===== src/rtl/sr_skew_pkg.sv =====
// Package for the sr_skew staircase delay line.
//   sr_mode_e      : SR_SKEW staggers lanes (lane i deepest at the top),
//                    SR_DESKEW mirrors the staircase to realign a wavefront.
//   sr_lane_depth  : number of register stages for a given lane.
package sr_pkg;

  typedef enum logic {
    SR_SKEW   = 1'b0,
    SR_DESKEW = 1'b1
  } sr_mode_e;

  function automatic int sr_lane_depth(int lane, int n_lanes, int base, int mode);
    return (mode == int'(SR_DESKEW)) ? (base + n_lanes - 1 - lane) : (base + lane);
  endfunction

endpackage


===== src/rtl/sr_skew_lane.sv =====
// Single valid-tagged delay lane used by sr_skew.
// Optional feature macro: SR_SKEW_ZERO_FILL_EN (zero data outside valid beats,
// data stages reset/flushed to 0).
// Ports:
//   clk, rst_n       clock, async active-low reset
//   i_en             advance enable; 0 holds every stage and gates o_vld
//   i_flush          sync clear of all valid stages (priority over i_en)
//   i_vld, i_dat     lane input beat
//   o_vld, o_dat     lane output beat
//   o_busy           any valid bit held in this lane
// DEPTH=0 collapses the lane to a combinational wire with no state.
module sr_lane #(
  parameter int DEPTH     = 1,
  parameter int DAT_WIDTH = 16
) (
  input  logic                 clk,
  input  logic                 rst_n,
  input  logic                 i_en,
  input  logic                 i_flush,
  input  logic                 i_vld,
  input  logic [DAT_WIDTH-1:0] i_dat,
  output logic                 o_vld,
  output logic [DAT_WIDTH-1:0] o_dat,
  output logic                 o_busy
);

  generate
    if (DEPTH == 0) begin : g_wire
      // No state here, so clock, reset and flush have nothing to act on.
      logic unused_ok;
      assign unused_ok = ^{clk, rst_n, i_flush};

      assign o_vld  = i_vld & i_en;
`ifdef SR_SKEW_ZERO_FILL_EN
      assign o_dat  = o_vld ? i_dat : '0;
`else
      assign o_dat  = i_dat;
`endif
      assign o_busy = 1'b0;
    end else begin : g_pipe
      logic [DEPTH-1:0]                vld_q, vld_d;
      logic [DEPTH-1:0][DAT_WIDTH-1:0] dat_q, dat_d;

      always_comb begin
        vld_d = vld_q;
        dat_d = dat_q;
        if (i_flush) begin
          vld_d = '0;
`ifdef SR_SKEW_ZERO_FILL_EN
          dat_d = '0;
`endif
        end else if (i_en) begin
          // Bubbles shift along with valid beats so every slot keeps its timing.
          vld_d[0] = i_vld;
          dat_d[0] = i_dat;
          for (int k = 1; k < DEPTH; k++) begin
            vld_d[k] = vld_q[k-1];
            dat_d[k] = dat_q[k-1];
          end
        end
      end

      always_ff @(posedge clk or negedge rst_n) begin
        if (!rst_n) vld_q <= '0;
        else        vld_q <= vld_d;
      end

`ifdef SR_SKEW_ZERO_FILL_EN
      always_ff @(posedge clk or negedge rst_n) begin
        if (!rst_n) dat_q <= '0;
        else        dat_q <= dat_d;
      end
`else
      always_ff @(posedge clk) begin
        dat_q <= dat_d;
      end
`endif

      // Gating with i_en keeps a held beat from being counted twice during a stall.
      assign o_vld  = vld_q[DEPTH-1] & i_en;
`ifdef SR_SKEW_ZERO_FILL_EN
      assign o_dat  = o_vld ? dat_q[DEPTH-1] : '0;
`else
      assign o_dat  = dat_q[DEPTH-1];
`endif
      assign o_busy = |vld_q;
    end
  endgenerate

endmodule


===== src/rtl/sr_skew.sv =====
// sr_skew: multi-lane valid-tagged delay line forming a latency staircase.
// MODE=0 skews operands into a systolic array edge, MODE=1 deskews outputs.
// Optional feature macro: SR_SKEW_ZERO_FILL_EN (see sr_lane).
// Ports:
//   clk, rst_n            clock, async active-low reset
//   i_en                  advance enable; 0 stalls every lane
//   i_flush               sync drop of all in-flight beats
//   i_dat_vld, i_dat      per-lane input beat
//   o_dat_vld, o_dat      per-lane output beat
//   o_busy                any valid bit held in any stage
module sr_skew
  import sr_pkg::*;
#(
  parameter int N_LANES    = 4,
  parameter int DAT_WIDTH  = 16,
  parameter int BASE_DEPTH = 0,
  parameter int MODE       = 0
) (
  input  logic                              clk,
  input  logic                              rst_n,
  input  logic                              i_en,
  input  logic                              i_flush,
  input  logic [N_LANES-1:0]                i_dat_vld,
  input  logic [N_LANES-1:0][DAT_WIDTH-1:0] i_dat,
  output logic [N_LANES-1:0]                o_dat_vld,
  output logic [N_LANES-1:0][DAT_WIDTH-1:0] o_dat,
  output logic                              o_busy
);

  logic [N_LANES-1:0] lane_busy;

  for (genvar g = 0; g < N_LANES; g++) begin : g_lane
    localparam int LANE_DEPTH = sr_lane_depth(g, N_LANES, BASE_DEPTH, MODE);

    sr_lane #(
      .DEPTH    (LANE_DEPTH),
      .DAT_WIDTH(DAT_WIDTH)
    ) u_lane (
      .clk    (clk),
      .rst_n  (rst_n),
      .i_en   (i_en),
      .i_flush(i_flush),
      .i_vld  (i_dat_vld[g]),
      .i_dat  (i_dat[g]),
      .o_vld  (o_dat_vld[g]),
      .o_dat  (o_dat[g]),
      .o_busy (lane_busy[g])
    );
  end

  assign o_busy = |lane_busy;

endmodule

===== config.mk =====
export PLATFORM = sky130hd
export DESIGN_NAME = sr_skew
export DESIGN_NICKNAME = d
export VERILOG_FILES = /design/src/rtl/sr_skew_pkg.sv /design/src/rtl/sr_skew_lane.sv /design/src/rtl/sr_skew.sv
export SDC_FILE = /design/constraint.sdc
export NUM_CORES = 1
export LEC_CHECK = 0
export BUFFER_PORTS_ARGS = -buffer_cell sky130_fd_sc_hd__buf_2
export CORE_ASPECT_RATIO = 0.7
export CORE_MARGIN = 10
export CORE_UTILIZATION = 31
export CTS_CLUSTER_SIZE = 12
export DETAILED_ROUTE_END_ITERATION = 16
export SYNTH_ARGS = -nofsm -noshare
export SYNTH_HDL_FRONTEND = slang
export SYNTH_SLANG_ARGS = --single-unit

===== constraint.sdc =====
create_clock -name clk -period 1.4 [get_ports clk]
set_input_delay 0.21 -clock clk [delete_from_list [all_inputs] [get_ports clk]]
set_output_delay 0.21 -clock clk [all_outputs]
set_load 0.05 [all_outputs]

Yosys cells after proc, flatten, opt, wreduce, memory -nomap -nowiden
Cells that the tools add are included.
W data, S select, Z words.
{"block": "totals", "ff_bits": 102, "latchBits": 0, "ram_bits": 0, "mem_bits_ro": 0, "inputBits": 72, "output_inout_bits": 69, "wordCells": 23, "memories": 0}
{"block": "op_classes", "add_sub_neg": 0, "mul": 0, "div": 0, "order_cmp": 0, "n_eq_ne": 0, "shifts": 0, "n_mux": 6, "n_bitwise": 5, "n_reduce_logical": 3}
{"cell": "$mux W3", "n": 2}
{"cell": "$reduce_or A6 Y1", "n": 1}
{"cell": "$and A1 B1 Y1", "n": 4}
{"cell": "$mux W2", "n": 2}
{"cell": "$mux W1", "n": 2}
{"cell": "$reduce_and A2 Y1", "n": 1}
{"cell": "$reduce_bool A2 Y1", "n": 1}
{"cell": "$not A1 Y1", "n": 1}

Longest topological paths before layout
Gate-level depths: netlist of run 1.
{"block": "depth", "depth_word": 2, "ltp_mapped": 3}

Modules after synthesis
From an unflattened synthesis of run 1, not the netlist that was laid out.
{"block": "unflattened", "hier_cells": 174, "area_unflattened_um2": 3554.7}
{"module": "sr_lane at g_lane[3].u_lane", "instances": 1, "cells_per_inst": 76, "area_each_um2": 1697.9, "seq_area_each_um2": 1516.5}
{"module": "sr_lane at g_lane[2].u_lane", "instances": 1, "cells_per_inst": 57, "area_each_um2": 1178.6, "seq_area_each_um2": 1011.0}
{"module": "sr_lane at g_lane[1].u_lane", "instances": 1, "cells_per_inst": 21, "area_each_um2": 533.0, "seq_area_each_um2": 505.5}
{"module": "sr_lane at g_lane[0].u_lane", "instances": 1, "cells_per_inst": 19, "area_each_um2": 137.6, "seq_area_each_um2": 0.0}
{"module": "sr_skew", "instances": 1, "cells_per_inst": 1, "area_each_um2": 7.5, "seq_area_each_um2": 0.0}

Worst setup path after synthesis of run 1
No wires, ideal clock.
{"block": "synth_path", "kind": "input port to flip-flop", "from": "in i_en", "to": "reg g_lane[1].u_lane.g_pipe.dat_q (netlist bit g_lane[1].u_lane.o_dat[0]), enable pin", "setup_ns": 0.564, "arrival_ns": 4.598, "required_time_ns": 0.836, "path_slack_ns": -3.762, "stages": 2, "path_cell_list": "buf_6 nor2b_1"}
{"block": "synth_via", "elab_chain_cells": 1}
{"item": "start: declaration", "line_no": "sr_skew.sv:21", "source": "input logic i_en,"}
{"item": "$reduce_and A2 Y1 (no line)"}
{"item": "end signal: assignment", "line_no": "sr_skew_lane.sv:75", "source": "dat_q <= dat_d;"}
{"item": "end: declaration", "line_no": "sr_skew_lane.sv:42", "source": "logic [DEPTH-1:0][DAT_WIDTH-1:0] dat_q, dat_d;"}
Every way passes these cells.
A chain may end at the register's enable or synchronous reset.

Worst setup path in the final report of run 1
{"block": "layout_path", "from": "reg g_lane[3].u_lane.g_pipe.vld_q[1]", "to": "out o_busy"}
{"block": "layout_via", "elab_chain_cells": 1}
{"item": "start: declaration", "line_no": "sr_skew_lane.sv:41", "source": "logic [DEPTH-1:0] vld_q, vld_d;"}
{"item": "start signal: assignment", "line_no": "sr_skew_lane.sv:65", "source": "else vld_q <= vld_d;"}
{"item": "$reduce_or A6 Y1", "line_no": "sr_skew.sv:51", "source": "assign o_busy = |lane_busy;"}
{"item": "end: declaration", "line_no": "sr_skew.sv:27", "source": "output logic o_busy"}
Every way passes these cells.

==> flow_summary.yaml, run 1 <==
setup_path:
  r2r-end: "g_lane[3].u_lane.g_pipe.vld_q[1]$_DFFE_PN0P_"
  rrSetupSlack_ns: 0.58
  r2r-start: "g_lane[3].u_lane.g_pipe.vld_q[1]$_DFFE_PN0P_"
  r2r_cells: 3
  critical-path-top-delay-family: "flip-flops"
  slowest_delay_ns: 0.39
  critPathSlowestCell: "dfrtp_1"
  cp-start-kind: "flop"
  setup.worst_path.class: "flop to primary output"
  required_ns: 1.19
  worstPathMaxFanout: 2
  crit_chain: "nor4_2 -> nand2_1 -> buf_6"
  critPathArrivalTime_ns: 1.24
  timing.critical_path.buf_inv: 1
  endpoint_kind: "primary output"
route:
  wl_met3_um: 880
  highest_layer: "met4"
  drt-initial-drc-count: 82
  antenna_left: 0
  wl_met2_um: 2600
  route.detailed.drc: 0
  vias_per_cell: 3.80
  wl_met1_um: 2570
  wire_per_inst_um: 15.2
  vias: 1546
  drt_wl_total_um: 6190
  first_pass_iters: 4
timing:
  setup_tns_ns: -0.0504
  finalClockSkew_ns: 0.00339
  worst_slack_ns: -0.0504
  setup_viol_count_final: 1
  grt_setup_unrepaired: "yes"
  min_period_over_period_pct: 104
  finalHoldViolations: 0
  tightestPinTransition_ns: 0.270
  whs_ns: 0.0462
  final-max-slew-violation-count: 0
  fmax_mhz: 689
  slew-limit-headroom_pct: 82.1
  layout_min_cycle_time_ns: 1.45
place:
  hpwl_um: 4550
  numPortBuffers: 108
  routabilityCongestion: 0.729
  placed_cells: 390
floorplan:
  ios: 141
  start_util_pct: 32.0
  die-height_um: 110
  die_w_um: 148
  core_area_um2: 11100
  die_area_um2: 16200
  rows: 32
power:
  power.density_nw_per_um2: 1530
  power_uw: 6630
  max-vdd-ir-drop_v: 0.000648
  p_leak_uw: 0.00170
clocking:
  insertion_delay_ns: 0.33
  htreeDepth: 3
  cts_tree: "yes"
  cts_max_path_buffers: 2
  clkTransAtPathRegs_ns: 0.07
  cts_sinks: 102
  numCtsBuffers: 9
  root_buffer: "clkbuf_16"
logic_synthesis:
  synth_top_area_cell: "edfxtp_1"
  yosysWarnings: 0
  synth.cell_area_um2: 3560
  synth_top_area_share_pct: 80.9
  synthTopCellsByArea: "edfxtp_1, buf_4, dfrtp_1"
  postSynthCellCount: 175
  ys_types: 10
  synth-seq-cells: 102
  ys_seq_area_share_pct: 85.1
  avgSynthCellArea_um2: 20.4
  synth_fp_nets: 247
layout:
  layout_common_cells: "buf_2, edfxtp_1, clkbuf_16, nor2_1"
  final_cells: 407
  syn2layout_area_growth_pct: 22.0
  fin_nets: 322
  fillCellCount: 1039
  n_antenna_cell: 0
  drive_gt1_share_pct: 52.0
  utilization_pct: 39.0
  register_area_um2: 3030
  multiInputGateArea_um2: 141
  mostFrequentLayoutCell: "buf_2"
worst_hold_path:
  hold_end: "g_lane[1].u_lane.o_dat[5]$_DFFE_PP_"
  holdPathStages: 1
  hp-class: "input pin to flop"
  worstHoldStart: "i_dat[21]"
global_routing:
  grt_pass1_wl_um: 9430
  antenna_found_initial: 0
  grt_pass1_vias: 1737
  grtUsageTotal_pct: 7.62
  grt-ovfl-total: 0
  grt_max_degree: 26
job:
  drv_cap: 0
status:
  violations: "setup timing"
  status: "finished with violations"
-- worst max path at each step --
stage | start | depth (start not counted) | to | slack (ns)
after floorplan | i_en | 2 | g_lane[1].u_lane.o_dat[0]$_DFFE_PP_ | -0.80
after global placement | i_flush | 4 | g_lane[3].u_lane.g_pipe.dat_q[12]$_DFFE_PP_ | 0.21
after detailed placement | i_flush | 4 | g_lane[2].u_lane.g_pipe.dat_q[0]$_DFFE_PP_ | 0.19
after CTS | g_lane[3].u_lane.g_pipe.vld_q[1]$_DFFE_PN0P_ | 3 | o_busy | -0.07
after global routing | g_lane[3].u_lane.g_pipe.vld_q[1]$_DFFE_PN0P_ | 3 | o_busy | -0.14
final | g_lane[3].u_lane.g_pipe.vld_q[1]$_DFFE_PN0P_ | 3 | o_busy | -0.05
-- registers in the layout, summed over array words and instances, names as in the netlist --
register,flops
g_lane.u_lane.g_pipe.dat_q,48
g_lane.u_lane.g_pipe.vld_q,5
g_lane.u_lane.o_busy,1
g_lane.u_lane.o_dat,48
-- per-layer routing --
layer  vias to the layer above  global-route usage, %
li1                        730                      -
met1                       711                   8.20
met2                        82                   10.7
met3                        23                   6.16
met4                         0                   3.60
met5                         -                      0
-- final cells by class --
class	count	area share [%]
tap	153	4.41
timing repair buffer	117	15.4
sequential	102	69.8
clock buffer	10	5.27
clock inverter	5	1.90
multi-input combinational	20	3.25
-- through the flow --
stage / worst slack (ns) / instance area [µm²]
finish: -0.0504 / 4340
detailed placement: 0.194 / 4000
global placement: 0.209 / 4000
global route: -0.136 / 4340
CTS: -0.0742 / 4340
floorplan: -0.798 / 3580
-- kinds of logic (layout without fill, tap and decap cells) --
logic type | Yosys count | in the layout | share of synthesized area [%]
flip-flops | 102 | 102 | 85.1
buffers and inverters | 53 | 132 | 11.3
AND/OR/NAND/NOR | 14 | 14 | 1.90
multiplexers | 6 | 6 | 1.69
-- what timing repair did --
item,4_1_cts,5_1_grt
hold buffers,1,0
resized for setup,3,0
pin swaps,1,0
endpoints found under the setup margin,1,1
hold endpoints to repair,6,0
buffers inserted,1,0
-- synth_stat cells --
cell	count
buf_6	1
nand2_1	1
and2_1	4
nor4_1	1
edfxtp_1	96
mux2i_1	6
dfrtp_1	6
nor2_1	7
nor2b_1	1
buf_4	52
-- where the power goes --
| part | total [µW] | switching [µW] | internal, µW |
|---|---|---|---|
| sequential | 3540 | 36.1 | 3510 |
| combinational | 504 | 357 | 147 |
| clock | 2590 | 1020 | 1570 |
Note: power is estimated with default switching activity, not from simulation.
==> run 2, diff against run 1 <==
--- a/config.mk
+++ b/config.mk
@@ -10,5 +10,6 @@
 export CORE_MARGIN = 10
-export CORE_UTILIZATION = 31
+export CORE_UTILIZATION = 45
 export CTS_CLUSTER_SIZE = 12
 export DETAILED_ROUTE_END_ITERATION = 16
+export PLACE_DENSITY = 0.75
 export SYNTH_ARGS = -nofsm -noshare
==> constraint.sdc (replaced) <==
create_clock -name clk -period 1.4 [get_ports clk]
set_input_delay 0.14 -clock clk [delete_from_list [all_inputs] [get_ports clk]]
set_output_delay 0.14 -clock clk [all_outputs]
set_load 0.05 [all_outputs]
==> run 2 against run 1 <==
  * The flow still finishes with violations (setup timing)
  * Sequential power barely moved
  * Routed wire length rose by 12%
  * First-iteration DRC count rose by 18%
  * Worst hold slack improved by 0.043 ns
  * Critical path depth did not move
  * Core utilization increased by 21 points
  * Total power shrank 4.2%
  * Worst setup slack gained 0.032 ns
  * Design area increased by 7.5%
  * Critical endpoint unchanged
==> flow_summary.yaml, run 2 (synthesized netlist as in run 1, its figures left out) <==
timing:
  finalClockSkew_ns: 0.00659
  final-max-slew-violation-count: 0
  tightestPinTransition_ns: 0.278
  slew-limit-headroom_pct: 81.6
  setup_viol_count_final: 1
  fmax_mhz: 705
  grt_setup_unrepaired: "yes"
  min_period_over_period_pct: 101
  finalHoldViolations: 0
  worst_slack_ns: -0.0184
  setup_tns_ns: -0.0184
  layout_min_cycle_time_ns: 1.42
global_routing:
  grt-ovfl-total: 0
  grt_pass1_vias: 1974
  grt_max_degree: 51
  grt_pass1_wl_um: 10600
  grtUsageTotal_pct: 11.5
  antenna_found_initial: 0
worst_hold_path:
  worstHoldStart: "i_flush"
  hp-class: "input pin to flop"
  holdPathStages: 2
  hold_end: "g_lane[1].u_lane.o_busy$_DFFE_PN0P_"
power:
  swShare_pct: 22.4
  switching_power_uw: 1420
  max-vdd-ir-drop_v: 0.000698
  seq_power_share_pct: 55.8
  p_comb_share_pct: 9.5
  power.density_nw_per_um2: 1360
  p_leak_uw: 0.00185
  intPower_uw: 4930
  pwr-share-clk_pct: 34.7
route:
  wire_per_inst_um: 17.2
  drt_wl_total_um: 6900
  route.detailed.drc: 0
  vias_per_cell: 4.49
  vias: 1805
  antenna_left: 0
  wl_met2_um: 3380
  wl_met3_um: 877
  drt-initial-drc-count: 97
  wl_met1_um: 2540
  highest_layer: "met4"
  first_pass_iters: 4
clocking:
  cts_max_path_buffers: 2
  insertion_delay_ns: 0.33
  root_buffer: "clkbuf_16"
  numCtsBuffers: 9
  cts_tree: "yes"
  clkTransAtPathRegs_ns: 0.06
  cts_sinks: 102
  htreeDepth: 3
setup_path:
  critPathArrivalTime_ns: 1.28
  slowest_delay_ns: 0.39
  r2r-end: "g_lane[2].u_lane.g_pipe.vld_q[1]$_DFFE_PN0P_"
  critical-path-top-delay-family: "flip-flops"
  worstPathMaxFanout: 2
  required_ns: 1.26
  rrSetupSlack_ns: 0.54
  r2r_cells: 3
  critPathSlowestCell: "dfrtp_1"
  endpoint_kind: "primary output"
  setup.worst_path.class: "flop to primary output"
  r2r-start: "g_lane[2].u_lane.g_pipe.vld_q[1]$_DFFE_PN0P_"
  crit_chain: "nor4_2 -> nand2_1 -> buf_6"
  cp-start-kind: "flop"
  timing.critical_path.buf_inv: 1
layout:
  drive_gt1_share_pct: 42.7
  fin_nets: 367
  final_area_um2: 4670
  layout_common_cells: "buf_2, edfxtp_1, dlygate4sd3_1, clkbuf_16, nor2_1"
  fillCellCount: 596
  mostFrequentLayoutCell: "buf_2"
  syn2layout_area_growth_pct: 31.2
floorplan:
  rows: 27
  die_area_um2: 11900
  ios: 141
  die-height_um: 94.4
  core_area_um2: 7770
  die_w_um: 126
  start_util_pct: 45.8
status:
  status: "finished with violations"
  violations: "setup timing"
place:
  place_area_um2: 3880
  numPortBuffers: 108
  routabilityCongestion: 0.786
  hpwl_um: 4340
job:
  drv_cap: 0
[run 2: cell count changes in the layout (fill, tap and decap cells not counted), sizes merged]
cell | previous run | this run
dlygate4sd3 | 1 | 49
diode | 0 | 1
clkbuf | 10 | 11
inv | 2 | 0
bufinv | 2 | 0
buf | 116 | 113
clkinv | 1 | 3
clkinvlp | 0 | 2
[run 2: final cells by class]
class	instances	area, µm²	share of cell area [%]
clock inverter	5	36.3	0.777
tap	101	126	2.70
multi-input combinational	20	141	3.03
sequential	102	3030	64.9
antenna	1	2.50	0.0536
clock buffer	11	233	4.98
timing repair buffer	162	1100	23.5
[run 2: worst max-delay path by stage]
stage	cells past startpoint	end	startpoint	slack, ns
after global routing	3	o_busy	g_lane[3].u_lane.g_pipe.vld_q[1]$_DFFE_PN0P_	-0.12
final	3	o_busy	g_lane[3].u_lane.g_pipe.vld_q[1]$_DFFE_PN0P_	-0.02
after global placement	3	g_lane[3].u_lane.o_dat[9]$_DFFE_PP_	i_flush	0.32
after CTS	3	o_busy	g_lane[3].u_lane.g_pipe.vld_q[1]$_DFFE_PN0P_	0.0002
after detailed placement	3	g_lane[3].u_lane.g_pipe.dat_q[15]$_DFFE_PP_	i_flush	0.29
after floorplan	2	g_lane[1].u_lane.o_dat[0]$_DFFE_PP_	i_en	-0.73
[run 2: what timing repair did]
item | CTS | global route
endpoints found under the hold margin | 54 | 0
pin swaps | 2 | 2
setup buffers | 2 | 0
gates resized for setup | 3 | 0
hold buffers | 49 | 0
endpoints found under the setup margin | 1 | 1
[run 2: layer usage]
layer / vias up / GRT usage, %
li1: 824 / -
met1: 874 / 11.7
met2: 92 / 18.2
met3: 15 / 7.95
met4: 0 / 5.39
met5: - / 0
[run 2: stage by stage]
| stage | total power, µW | setup WS (ns) | hold WS (ns) | util [%] | instances |
|---|---|---|---|---|---|
| 2_1_floorplan | 4070 | -0.728 | -0.156 | - | 175 |
| 3_3_place_gp | 4070 | 0.317 | -0.0383 | 50.0 | 334 |
| 3_5_place_dp | 4090 | 0.294 | -0.0368 | 50.0 | 334 |
| 4_1_cts | 6430 | 0.000161 | 0.0683 | 60.1 | 401 |
| 5_1_grt | 6620 | -0.116 | 0.0748 | 60.1 | 401 |
| 6_report | 6360 | -0.0184 | 0.0896 | 60.1 | 402 |
[run 2: power groups by stage]
stage	clock, µW	sequential, µW	combinational, µW
final	2210	3540	604
after global routing	2420	3560	640
after CTS	2280	3550	600
after detailed placement	0	3610	481
after global placement	0	3600	471
after floorplan	0	3720	353
